## src/rtl/regfile_pkg.sv

```systemverilog
// -----------------------------------------------------------------------------
// regfile_pkg
// Shared types and helpers for the byte-enable register file.
//   state_t  : sweep-clear FSM states (IDLE, CLEAR)
//   be_merge : byte-merge of a stored word with new write data under byte
//              enables; used by both the storage write path and the bypass
//              path so the two can never disagree.
// The helper works on a fixed maximum width; callers zero-extend into it and
// truncate the result back to their own DATA_W.
// -----------------------------------------------------------------------------
package regfile_pkg;

    typedef enum logic {
        IDLE  = 1'b0,
        CLEAR = 1'b1
    } state_t;

    localparam int MAX_DATA_W = 256;
    localparam int MAX_BE_W   = MAX_DATA_W / 8;

    function automatic logic [MAX_DATA_W-1:0] be_merge(
        input logic [MAX_DATA_W-1:0] old_word,
        input logic [MAX_DATA_W-1:0] new_word,
        input logic [MAX_BE_W-1:0]   be
    );
        logic [MAX_DATA_W-1:0] merged;
        merged = old_word;
        for (int k = 0; k < MAX_BE_W; k++) begin
            if (be[k]) begin
                merged[8*k +: 8] = new_word[8*k +: 8];
            end
        end
        return merged;
    endfunction

endpackage

```

## src/rtl/regfile_clear_fsm.sv

```systemverilog
// -----------------------------------------------------------------------------
// regfile_clear_fsm
// Sweep-clear sequencer. A Clear_Req seen in IDLE starts a walk over every
// entry, zeroing one per clock, with Busy high for exactly DEPTH cycles.
// Ports:
//   clk       : rising-edge clock
//   Reset     : asynchronous active-low reset
//   Clear_Req : start a sweep (ignored while a sweep is running)
//   Busy      : registered, high while the sweep runs
//   clr_en    : storage should zero entry clr_addr on this edge
//   clr_addr  : entry being cleared this cycle
// -----------------------------------------------------------------------------
module regfile_clear_fsm
    import regfile_pkg::*;
#(
    parameter int ADDR_W = 5
) (
    input  logic              clk,
    input  logic              Reset,
    input  logic              Clear_Req,
    output logic              Busy,
    output logic              clr_en,
    output logic [ADDR_W-1:0] clr_addr
);

    state_t            state;
    logic [ADDR_W-1:0] counter;

    always_ff @(posedge clk or negedge Reset) begin
        if (!Reset) begin
            state   <= IDLE;
            counter <= '0;
            Busy    <= 1'b0;
        end else begin
            case (state)
                IDLE: begin
                    if (Clear_Req) begin
                        state   <= CLEAR;
                        counter <= '0;
                        Busy    <= 1'b1;
                    end
                end
                CLEAR: begin
                    // Counter wraps back to 0 on the last entry, leaving it
                    // ready for the next sweep.
                    counter <= counter + 1'b1;
                    if (counter == '1) begin
                        state <= IDLE;
                        Busy  <= 1'b0;
                    end
                end
                default: begin
                    state <= IDLE;
                    Busy  <= 1'b0;
                end
            endcase
        end
    end

    assign clr_en   = (state == CLEAR);
    assign clr_addr = counter;

endmodule

```

## src/rtl/regfile_be_clr.sv

```systemverilog
// -----------------------------------------------------------------------------
// regfile_be_clr
// Two-read / one-write register file with per-byte write enables, optional
// hardwired-zero entry 0, optional same-cycle write-to-read bypass, and a
// multi-cycle sweep-clear engine.
// Ports:
//   clk                  : rising-edge clock
//   Reset                : asynchronous active-low reset (clears all entries)
//   R_Addr_A / R_Addr_B  : read addresses
//   R_Data_A / R_Data_B  : combinational read data
//   W_Addr, W_Data, W_BE : write address, data, byte enables
//   Write_Reg            : write strobe
//   Clear_Req            : request a sweep-clear of every entry
//   Busy                 : registered, high while the sweep runs
//   Write_Rej            : a write strobe arrived while Busy and was dropped
// -----------------------------------------------------------------------------
module regfile_be_clr
    import regfile_pkg::*;
#(
    parameter int DATA_W   = 32,
    parameter int ADDR_W   = 5,
    parameter int ZERO_REG = 1,
    parameter int BYPASS   = 1
) (
    input  logic                clk,
    input  logic                Reset,
    input  logic [ADDR_W-1:0]   R_Addr_A,
    input  logic [ADDR_W-1:0]   R_Addr_B,
    output logic [DATA_W-1:0]   R_Data_A,
    output logic [DATA_W-1:0]   R_Data_B,
    input  logic [ADDR_W-1:0]   W_Addr,
    input  logic [DATA_W-1:0]   W_Data,
    input  logic [DATA_W/8-1:0] W_BE,
    input  logic                Write_Reg,
    input  logic                Clear_Req,
    output logic                Busy,
    output logic                Write_Rej
);

    localparam int DEPTH = 2 ** ADDR_W;

    logic [DATA_W-1:0] mem [DEPTH];

    logic              clr_en;
    logic [ADDR_W-1:0] clr_addr;
    logic              wr_to_zero;
    logic              wr_ok;
    logic [DATA_W-1:0] merged_w;

    regfile_clear_fsm #(
        .ADDR_W (ADDR_W)
    ) u_clear_fsm (
        .clk       (clk),
        .Reset     (Reset),
        .Clear_Req (Clear_Req),
        .Busy      (Busy),
        .clr_en    (clr_en),
        .clr_addr  (clr_addr)
    );

    assign wr_to_zero = (ZERO_REG != 0) && (W_Addr == '0);
    assign wr_ok      = Write_Reg && !Busy && !wr_to_zero;
    assign Write_Rej  = Write_Reg && Busy;

    // Merged word for the addressed entry; the same value feeds storage and
    // the bypass path.
    assign merged_w = DATA_W'(be_merge(MAX_DATA_W'(mem[W_Addr]),
                                       MAX_DATA_W'(W_Data),
                                       MAX_BE_W'(W_BE)));

    always_ff @(posedge clk or negedge Reset) begin
        if (!Reset) begin
            for (int i = 0; i < DEPTH; i++) begin
                mem[i] <= '0;
            end
        end else if (clr_en) begin
            mem[clr_addr] <= '0;
        end else if (wr_ok) begin
            mem[W_Addr] <= merged_w;
        end
    end

    // Entry 0 is never written when hardwired, but the read mux forces 0 as
    // well so the bypass cannot leak a value there.
    always_comb begin
        R_Data_A = mem[R_Addr_A];
        if ((BYPASS != 0) && wr_ok && (W_Addr == R_Addr_A)) begin
            R_Data_A = merged_w;
        end
        if ((ZERO_REG != 0) && (R_Addr_A == '0)) begin
            R_Data_A = '0;
        end
    end

    always_comb begin
        R_Data_B = mem[R_Addr_B];
        if ((BYPASS != 0) && wr_ok && (W_Addr == R_Addr_B)) begin
            R_Data_B = merged_w;
        end
        if ((ZERO_REG != 0) && (R_Addr_B == '0)) begin
            R_Data_B = '0;
        end
    end

endmodule
```

## config.mk

```make
export PLATFORM = sky130hd
export DESIGN_NAME = regfile_be_clr
export DESIGN_NICKNAME = d
export VERILOG_FILES = /design/src/rtl/regfile_pkg.sv /design/src/rtl/regfile_clear_fsm.sv /design/src/rtl/regfile_be_clr.sv
export SDC_FILE = /design/constraint.sdc
export NUM_CORES = 2
export LEC_CHECK = 0
export BUFFER_PORTS_ARGS = -buffer_cell sky130_fd_sc_hd__buf_4
export CORE_ASPECT_RATIO = 1.75
export CORE_MARGIN = 2
export CORE_UTILIZATION = 30
export CTS_CLUSTER_DIAMETER = 200
export CTS_CLUSTER_SIZE = 25
export DETAILED_ROUTE_END_ITERATION = 6
export PLACE_DENSITY = 0.43
export SLEW_MARGIN = 20
export SYNTH_ARGS = -nofsm -noshare
export SYNTH_HDL_FRONTEND = slang
export SYNTH_SLANG_ARGS = --single-unit
```

## constraint.sdc

```tcl
create_clock -name clk -period 6.3 [get_ports clk]
set_input_delay 0.315 -clock clk [delete_from_list [all_inputs] [get_ports clk]]
set_output_delay 0.315 -clock clk [all_outputs]
set_load 0.05 [all_outputs]
```

==> results.ini <==
[outcome]
status=finished clean

[logic_synthesis]
avgSynthCellArea_um2=11.8
netlist_instances=5328
synth_area_um2=63100
syn_nets=5388
ys_seq_area_frac=0.409
synth_ff_type=dfrtp_1
synthArstFlopShare=1.00
yosys_warnings=0
synth_edf_count=0
synth.distinct_cells=78
ys_ff_latch=1031

[worst_setup_path]
rrSetupSlack_ps=2440
end_kind=primary output
rr_endpoint=mem[539]
worst-path-max-fanout=20
crit_required_ps=5980
reg2reg_from=u_clear_fsm.clr_en
cp_slowest_cell=a21oi_4
endpoint=R_Data_A[12]
crit_chain=nor2b_1 -> o31a_1 -> and4_1 -> buf_4 -> a21oi_4 -> o21ai_0 -> o21ai_0 -> buf_4
crit_arrival_ps=4690
ff2ff_path_depth=8
cp_top_family=compound AO/OA/AOI/OAI gates
cpPeakStageDelay_ps=970
cp.depth=8
path_class=reg2out
critPathBufInv=2
startpoint_type=flip-flop
startpoint=u_clear_fsm.Busy

[clock_tree]
clock_path_buffers=3
post_cts_buffers=0
cts_max_level=2
root_buffer=clkbuf_16
clk_latency_ps=790
cts_hold_buf=4
cts-resized-gates=0
cts_sinks=1031
cts_tree=yes
cts-buffers-inserted=47
clkTransAtPathRegs_ps=120

[finish]
drive_gt1_frac=0.227
area_growth_pct=9.81
fin_nets=5229
fin_util=0.332
fin_cells=7987
layout_common_cells=dfrtp_1, a22o_1, nand2_1, mux4_2, o21ai_0
layout_commonest_cell=dfrtp_1
fillers=21118

[route]
antenna_left=0
drc=0
dr.pass1.iters=7
drt_iter0_drc=7035
vias=54851
finalWirelength_mm=364
viasPerCell=6.87
wl_per_cell_um=45.6

[timing]
post-route-period-util=0.794
finalClockSkew_ps=62.9
worst_slew_pin_slew_ps=1320
finalSetupViolCount=0
fin_setup_tns_ps=0
rsz0062_at_grt=false
fin_crit_ps=5000
max_freq_ghz=0.200
setup_slack_ps=1300
slew_violations=0
max-slew-margin-rel=0.118
hold_violations=0

[global_routing]
grt_pass1_vias=54270
overflow=0
track_usage=0.336
grt_antenna_before_repair=20
grt_max_degree=160
grt_pass1_wl_mm=492

[power]
power_density_nw_per_um2=215
p_total_uw=14900
p_leak_uw=0.0284
ir_drop_mv=0.228

[die]
initial_core_util=0.302
fp.dieH_um=611
row_count=222
io-pin-count=121
die_w_um=351
fp.dieArea_um2=214000
core_area_um2=209000

[place]
gp_congestion=0.932
dp_hpwl_mm=234
portBuffers=120
dp_cells=7913
post-place-ws_ps=1710

[job]
maxCapViolCount=0

[hold_path]
min-delay-path-class=in2reg

-- registers in the layout, summed over array words and instances, names as in the netlist --
signal,flops
mem,1024
u_clear_fsm.clr_addr,5
u_clear_fsm.Busy,1
u_clear_fsm.clr_en,1
-- power breakdown --
group | internal, µW | leakage (µW) | switching [µW] | total [µW]
sequential | 6810 | 0.0144 | 253 | 7060
combinational | 1000 | 0.0134 | 2920 | 3920
clock | 1390 | 0.000614 | 2500 | 3890
total | 9200 | 0.0284 | 5680 | 14900
-- layer usage --
metal / part of all wire / vias up / wire, µm / GRT usage
met5: 0.00027 / - / 97 / 0
met4: 0.10 / 12 / 37500 / 0.283
met3: 0.092 / 1248 / 33400 / 0.0784
met2: 0.45 / 3809 / 165000 / 0.519
met1: 0.35 / 29251 / 128000 / 0.395
li1: - / 20531 / - / -
-- worst register-to-register path, delay by kind of cell (launching register included) --
| kind | cells | cell delay (ps) |
|---|---|---|
| and+or+nand+nor | 3 | 840 |
| AOI/OAI and AO/OA | 2 | 1140 |
| buffers and inverters | 3 | 1400 |
| DFF | 1 | 400 |
-- cell type report --
class                   instances  area (µm²)  share of cell area
repair buffers                402        3510              0.0507
clock inverters                 3        45.0            0.000650
inverters                      17        67.6            0.000975
clock buffers                  49        1200              0.0174
flip-flops and latches       1031       25800               0.373
well taps                    2800        3500              0.0506
diodes                         15        37.5            0.000542
multi-input cells            3670       35100               0.507
-- synth_stat cells, drive strengths merged, types with 15 or more instances --
library cell | n | area share
dfrtp | 1031 | 0.41
a22o | 605 | 0.084
nand2 | 604 | 0.036
mux4 | 596 | 0.21
o21ai | 489 | 0.039
mux2i | 419 | 0.066
buf | 321 | 0.030
clkbuf | 289 | 0.017
a22oi | 138 | 0.017
nor2 | 102 | 0.0062
a21oi | 96 | 0.0077
a221oi | 91 | 0.013
nand3 | 58 | 0.0046
o211ai | 47 | 0.0056
a31oi | 41 | 0.0043
and2 | 41 | 0.0041
nand2b | 35 | 0.0035
o22ai | 31 | 0.0031
nor3 | 29 | 0.0023
nor2b | 26 | 0.0026
a211oi | 25 | 0.0030
a311oi | 15 | 0.0021
-- cells by family (layout without fill, tap and decap cells) --
kind of cell,Yosys count,in the layout,share of synthesized area
AOI/OAI and AO/OA,1676,1676,0.192
xor gates and xnor gates,12,12,0.00167
adders and majority gates,5,5,0.000992
buffers and inverters,627,471,0.0480
DFF,1031,1031,0.409
muxes,1028,1028,0.283
other,0,15,0
and+or+nand+nor,949,949,0.0654
-- how the worst min path moves through the flow --
stage | startpoint | cells after the start | to
6_report | W_Data[16] | 3 | mem[688]
5_1_grt | W_Data[16] | 3 | mem[688]
3_3_place_gp | Reset | 1 | mem[190]
2_1_floorplan | Reset | 0 | mem[0]
4_1_cts | W_Data[16] | 3 | mem[688]
3_5_place_dp | Reset | 1 | mem[30]
-- metrics by stage --
stage	hold WS, ps	area, µm²
global placement	425	67700
CTS	47.6	69200
global route	52.0	69200
detailed placement	419	67900
floorplan	19.4	63100
finish	38.0	69300
(Power assumes the default switching activity.)
